## src/rtl/mac_seq_if.sv

```systemverilog
// Operand stream, MAC hookup and result stream of the MAC sequencer.
interface mac_seq_if #(
    parameter int bw      = 4,
    parameter int psum_bw = 16
);
    logic               in_valid;
    logic               in_ready;
    logic [bw-1:0]      in_a;
    logic [bw-1:0]      in_b;
    logic [bw-1:0]      mac_a;
    logic [bw-1:0]      mac_b;
    logic [psum_bw-1:0] mac_c;
    logic [psum_bw-1:0] mac_out;
    logic               out_valid;
    logic               out_ready;
    logic [psum_bw-1:0] out_psum;

    modport slave (
        input  in_valid, in_a, in_b, mac_out, out_ready,
        output in_ready, mac_a, mac_b, mac_c, out_valid, out_psum
    );

    modport master (
        output in_valid, in_a, in_b, mac_out, out_ready,
        input  in_ready, mac_a, mac_b, mac_c, out_valid, out_psum
    );
endinterface

```

## src/rtl/mac_seq_ctrl.sv

```systemverilog
// Dot-product sequencer: issues one operand pair at a time to a
// latency-MAC_LAT multiply-accumulate and chains the result as next c.
module mac_seq_ctrl #(
    parameter int bw      = 4,
    parameter int psum_bw = 16,
    parameter int LEN_W   = 4,
    parameter int MAC_LAT = 2
) (
    input  logic             clk,
    input  logic             reset,
    input  logic             start,
    input  logic [LEN_W-1:0] len,
    output logic             busy,
    mac_seq_if.slave         bus
);
    localparam int WC_W = $clog2(MAC_LAT + 1);

    typedef enum logic [1:0] {
        IDLE,
        FETCH,
        WAIT,
        DONE
    } state_t;

    state_t             state;
    state_t             state_nx;
    logic [LEN_W-1:0]   len_q;
    logic [LEN_W-1:0]   cnt;
    logic [LEN_W-1:0]   cnt_inc;
    logic [WC_W-1:0]    wcnt;
    logic [psum_bw-1:0] psum;
    logic [bw-1:0]      a_q;
    logic [bw-1:0]      b_q;
    logic [psum_bw-1:0] c_q;
    logic               fire_in;
    logic               last_tick;

    assign fire_in   = (state == FETCH) && bus.in_valid;
    assign last_tick = (state == WAIT) && (wcnt == WC_W'(1));
    assign cnt_inc   = cnt + 1'b1;

    always_ff @(posedge clk) begin
        if (reset) state <= IDLE;
        else       state <= state_nx;
    end

    always_comb begin
        state_nx = state;
        unique case (state)
            IDLE: begin
                if (start)
                    state_nx = (len == '0) ? DONE : FETCH;
            end
            FETCH: begin
                if (bus.in_valid) state_nx = WAIT;
            end
            WAIT: begin
                if (last_tick)
                    state_nx = (cnt_inc == len_q) ? DONE : FETCH;
            end
            DONE: begin
                if (bus.out_ready) state_nx = IDLE;
            end
            default: state_nx = IDLE;
        endcase
    end

    // mac_a/b/c keep the last issued operands until the next issue
    always_ff @(posedge clk) begin
        if (reset) begin
            len_q <= '0;
            cnt   <= '0;
            wcnt  <= '0;
            psum  <= '0;
            a_q   <= '0;
            b_q   <= '0;
            c_q   <= '0;
        end else begin
            if (state == IDLE && start) begin
                len_q <= len;
                cnt   <= '0;
                psum  <= '0;
            end
            if (fire_in) begin
                a_q  <= bus.in_a;
                b_q  <= bus.in_b;
                c_q  <= psum;
                wcnt <= WC_W'(MAC_LAT);
            end else if (state == WAIT && wcnt != '0) begin
                wcnt <= wcnt - 1'b1;
            end
            if (last_tick) begin
                psum <= bus.mac_out;
                cnt  <= cnt_inc;
            end
        end
    end

    assign bus.in_ready  = (state == FETCH);
    assign bus.out_valid = (state == DONE);
    assign bus.out_psum  = psum;
    assign bus.mac_a     = a_q;
    assign bus.mac_b     = b_q;
    assign bus.mac_c     = c_q;
    assign busy          = (state != IDLE);
endmodule
```

## src/flat_wrapper.sv

```systemverilog
// flat-port wrapper written by rule: the top's interface ports become plain ports
module mac_seq_ctrl_flat 
#(
    parameter int bw      = 4,
    parameter int psum_bw = 16,
    parameter int LEN_W   = 4,
    parameter int MAC_LAT = 2
)
  (clk, reset, start, len, busy, bus_in_valid, bus_in_a, bus_in_b, bus_mac_out, bus_out_ready, bus_in_ready, bus_mac_a, bus_mac_b, bus_mac_c, bus_out_valid, bus_out_psum);
  mac_seq_if #(.bw(bw), .psum_bw(psum_bw)) bus_i ();
  input  logic clk;
  input  logic reset;
  input  logic start;
  input  logic [LEN_W-1:0] len;
  output logic busy;
  input wire logic [$bits(bus_i.in_valid)-1:0] bus_in_valid;
  input wire logic [$bits(bus_i.in_a)-1:0] bus_in_a;
  input wire logic [$bits(bus_i.in_b)-1:0] bus_in_b;
  input wire logic [$bits(bus_i.mac_out)-1:0] bus_mac_out;
  input wire logic [$bits(bus_i.out_ready)-1:0] bus_out_ready;
  output wire logic [$bits(bus_i.in_ready)-1:0] bus_in_ready;
  output wire logic [$bits(bus_i.mac_a)-1:0] bus_mac_a;
  output wire logic [$bits(bus_i.mac_b)-1:0] bus_mac_b;
  output wire logic [$bits(bus_i.mac_c)-1:0] bus_mac_c;
  output wire logic [$bits(bus_i.out_valid)-1:0] bus_out_valid;
  output wire logic [$bits(bus_i.out_psum)-1:0] bus_out_psum;
  assign bus_i.in_valid = bus_in_valid;
  assign bus_i.in_a = bus_in_a;
  assign bus_i.in_b = bus_in_b;
  assign bus_i.mac_out = bus_mac_out;
  assign bus_i.out_ready = bus_out_ready;
  assign bus_in_ready = bus_i.in_ready;
  assign bus_mac_a = bus_i.mac_a;
  assign bus_mac_b = bus_i.mac_b;
  assign bus_mac_c = bus_i.mac_c;
  assign bus_out_valid = bus_i.out_valid;
  assign bus_out_psum = bus_i.out_psum;
  mac_seq_ctrl #(.bw(bw), .psum_bw(psum_bw), .LEN_W(LEN_W), .MAC_LAT(MAC_LAT)) u_core (.clk(clk), .reset(reset), .start(start), .len(len), .busy(busy), .bus(bus_i));
endmodule
```

## config.mk

```make
export PLATFORM = sky130hd
export DESIGN_NAME = mac_seq_ctrl_flat
export DESIGN_NICKNAME = d
export VERILOG_FILES = /design/src/rtl/mac_seq_if.sv /design/src/rtl/mac_seq_ctrl.sv /design/src/flat_wrapper.sv
export SDC_FILE = /design/constraint.sdc
export NUM_CORES = 1
export LEC_CHECK = 0
export BUFFER_PORTS_ARGS = -buffer_cell sky130_fd_sc_hd__clkbuf_2
export CAP_MARGIN = 20
export CORE_ASPECT_RATIO = 1.1
export CORE_UTILIZATION = 50
export CTS_BUF_LIST = sky130_fd_sc_hd__clkbuf_8
export DETAILED_ROUTE_END_ITERATION = 16
export PLACE_DENSITY = 0.78
export SLEW_MARGIN = 25
export SYNTH_ARGS = -nofsm -noshare
export SYNTH_HDL_FRONTEND = slang
export SYNTH_SLANG_ARGS = --single-unit
```

## constraint.sdc

```tcl
create_clock -name clk -period 1.9 [get_ports clk]
set_input_delay 0.38 -clock clk [delete_from_list [all_inputs] [get_ports clk]]
set_output_delay 0.38 -clock clk [all_outputs]
set_load 0.05 [all_outputs]
```

==> results.md <==
- Status: finished clean
- Post-CTS Hold Buffers: 0
- Post-layout min period: about 1700 ps
- Post-synthesis async set-or-reset flop share: 0%
- Top-count cell post-synth: nand2_1
- Total track usage: roughly a fifth
- Post-Syn Area: 2059 um2
- Crit Reg-Reg Startpoint: u_core.wcnt[1]$_SDFFE_PP0P_
- Clk sinks: between 50 and 60
- Sequential power share: a little under three fifths
- Post-synth EDFFs: 0
- Starting Density: roughly half
- Combinational share of power: 13.1%
- Largest net degree at the start of global routing: 28
- Period utilization: between 90% and 100%
- Worst Hold Slack: ~290 ps
- N_diodes: 0
- Synth top area cells: dfxtp_1 51%, nand2_1 10%, a21oi_1 8.3%
- Rel. slew slack: between 60% and 70%
- Synth cell types: 32
- Clk pwr share: a little under a third
- Max-cap viol count: 0
- Row count: 24
- Power per cell area: between 800 and 900 nW/um2
- CP Capture Type: primary output
- Most frequent cells after synthesis: 55 x nand2_1, 52 x dfxtp_1, 34 x a21oi_1
- Achievable Freq: between 0.5 and 0.6 GHz
- Skew-Pair Late Insertion Delay: 310 ps
- HP Class: input port to register
- Overall power: slightly above 2 mW
- Share of layout cells above drive strength 1: 29.75%
- First-pass GRT wire length: about 7200 um
- Hold Startpoint: bus_in_b[3]
- Antenna violations before repair: 0
- DRT antenna net count: 0
- Die span in x: 63.19 um
- Net Sw Power: between 500 and 600 uW
- Setup Buffers After CTS: 0
- # nets final: ~350
- CTS Buf Count: 5
- Yosys synthesis warning count: 0
- Slowest stage delay, CP: roughly 580 ps
- WL per Instance: roughly 12 um
- Total routed wirelength: about 4300 um
- Final Hold Viols: 0
- Worst Path Required: between 1500 and 2000 ps
- Worst-Margin Slew: 525.3 ps
- Slowest-stage cell, CP: dfxtp_1
- Mapped Avg Cell Area: approximately 8.5 um2
- CP startpoint: u_core.state[1]$_SDFFE_PP0P_
- Leak: roughly 1.1 nW
- Die area: around 4400 um2
- Ys flop type: dfxtp_1
- # port buffers: 75
- IR drop worst, VDD: around 0.49 mV
- DRT iter0 DRCs: 149
- Via count: roughly 1900
- Fin Setup TNS: 0 ps
- Nature of the critical path startpoint: register
- Number of synthesized register bits: 52
- Final HPWL DP: just over 3000 um
- Drt via density: between 5 and 6
- Core Region: between 3000 and 4000 um2
- Area share of the largest cell type after synthesis: 50.55%
- Remaining DRCs: 0
- Clock edge transition at the registers on the reported setup and hold paths: ~100 ps
- Die H: 69.31 um
- Net Count, Synth: between 200 and 300
- Switching share of power: 28.35%
- Crit path buf inv count: 1
- Root Driver: clkbuf_8
- Synth area leader: dfxtp_1
- RSZ-0062 raised after global routing: false
- Max-slew violations: 0
- Crit path DAT: about 1300 ps
- Filler instances: 380
- Number of global-route vias before repair: 1681
- Final Setup Violations: 0
- Gpl congestion: 0.7051
- Non-Filler Instances: 368
- 1st-pass router iterations: 4
- Setup Skew: between 5 and 6 ps
- Cells after DPL: 360
- CP delay by family, top: flip-flops
- Sequential fraction of the synthesis area: between 50% and 60%
- Clock Tree Buf Depth: 2
- Gr ovfl total: 0
- Pint: ~1.5 mW
- Critical path type: register to primary output
- CP Max Fanout: 11
- Crit path cell chain: and2_1 -> clkbuf_2
- IO Pins: 76
- Post-CTS sizing: 0
- Area Growth Syn to Fin: 23.39%
- H-tree depth: 2
- TritonCTS clock tree: yes
- Gate Count Post-Synth: 243
[tightest hold or removal path, stage by stage]
cell and delay, ps:
clkbuf_2 80, nand2_1 50, a21oi_1 50
[power groups by stage]
stage	sequential (mW)	combinational, mW	clock (mW)
2_1_floorplan	1.18	0.185	0
3_3_place_gp	1.16	0.266	0
3_5_place_dp	1.16	0.270	0
4_1_cts	1.14	0.271	0.667
5_1_grt	1.14	0.297	0.708
6_report	1.14	0.270	0.655
[flip-flops by register name, summed over array words and instances (netlist names)]
signal               count
u_core.bus.out_psum     16
u_core.cnt               4
u_core.bus.mac_a         4
u_core.bus.mac_c        16
u_core.wcnt              2
u_core.len_q             4
u_core.bus.mac_b         4
u_core.state             2
[logic make-up (layout without fill, tap and decap cells)]
kind of cell,after synthesis,count (layout),share of synthesized area (%)
multiplexers,3,3,1.519
XOR/XNOR,6,6,2.552
AND/OR/NAND/NOR,98,98,20.17
buffers and inverters,20,93,5.771
AO/OA/AOI/OAI,61,61,17.62
flip-flops,52,52,50.55
adder cells (fa/ha/maj),3,3,1.823
[through the flow]
stage | cell area, um2 | setup slack (ps) | util, %
floorplan | 2059 | 196.6 | -
global placement | 2445 | 321.1 | 61.68
detailed placement | 2445 | 276.1 | 61.68
CTS | 2541 | 181.9 | 64.11
global route | 2541 | 102.8 | 64.11
finish | 2541 | 180.2 | 64.11
[cell type report]
cell class / instances / area [um2] / share of cell area (%)
clock inverter: 3 / 27.53 / 1.083
inverter: 3 / 11.26 / 0.4431
multi-input combinational: 171 / 899.6 / 35.40
clock buffer: 5 / 68.82 / 2.708
tap: 52 / 65.06 / 2.560
timing repair buffer: 82 / 427.9 / 16.84
sequential: 52 / 1041 / 40.97
[placed cells by master (no fill, tap or decap), types with 2 or more instances in the layout]
| cell | instances |
|---|---|
| or2_2 | 2 |
| buf_4 | 7 |
| xnor2_1 | 4 |
| nand2b_1 | 2 |
| nor2_1 | 25 |
| ha_1 | 3 |
| o21ai_0 | 6 |
| mux2i_1 | 2 |
| a21oi_1 | 34 |
| clkbuf_8 | 5 |
| inv_1 | 3 |
| nor3_1 | 3 |
| clkbuf_2 | 75 |
| dfxtp_1 | 52 |
| nand2_1 | 55 |
| nand3_1 | 3 |
| a22oi_1 | 17 |
| xor2_1 | 2 |
| nand3b_1 | 2 |
[metal layers]
| metal | part of all wire, % | vias to the layer above | track usage (%) |
|---|---|---|---|
| met5 | 0 | - | 0 |
| met4 | 0.53 | 0 | 5.303 |
| met3 | 5.6 | 2 | 6.086 |
| met2 | 49 | 56 | 35.72 |
| met1 | 44 | 855 | 24.40 |
| li1 | - | 963 | - |
[worst paths after layout]
| path | cells past startpoint | end | slack (ps) |
|---|---|---|---|
| worst min-delay path | 3 | u_core.bus.mac_b[3]$_SDFFE_PP0P_ | 290 |
| worst max-delay path | 2 | bus_out_valid | 180 |
| worst max register to register | 6 | u_core.bus.out_psum[14]$_SDFFE_PP0P_ | 240 |
| worst min register to register | 2 | u_core.bus.mac_b[3]$_SDFFE_PP0P_ | 460 |
No activity file was read; power rests on OpenSTA's default activity.
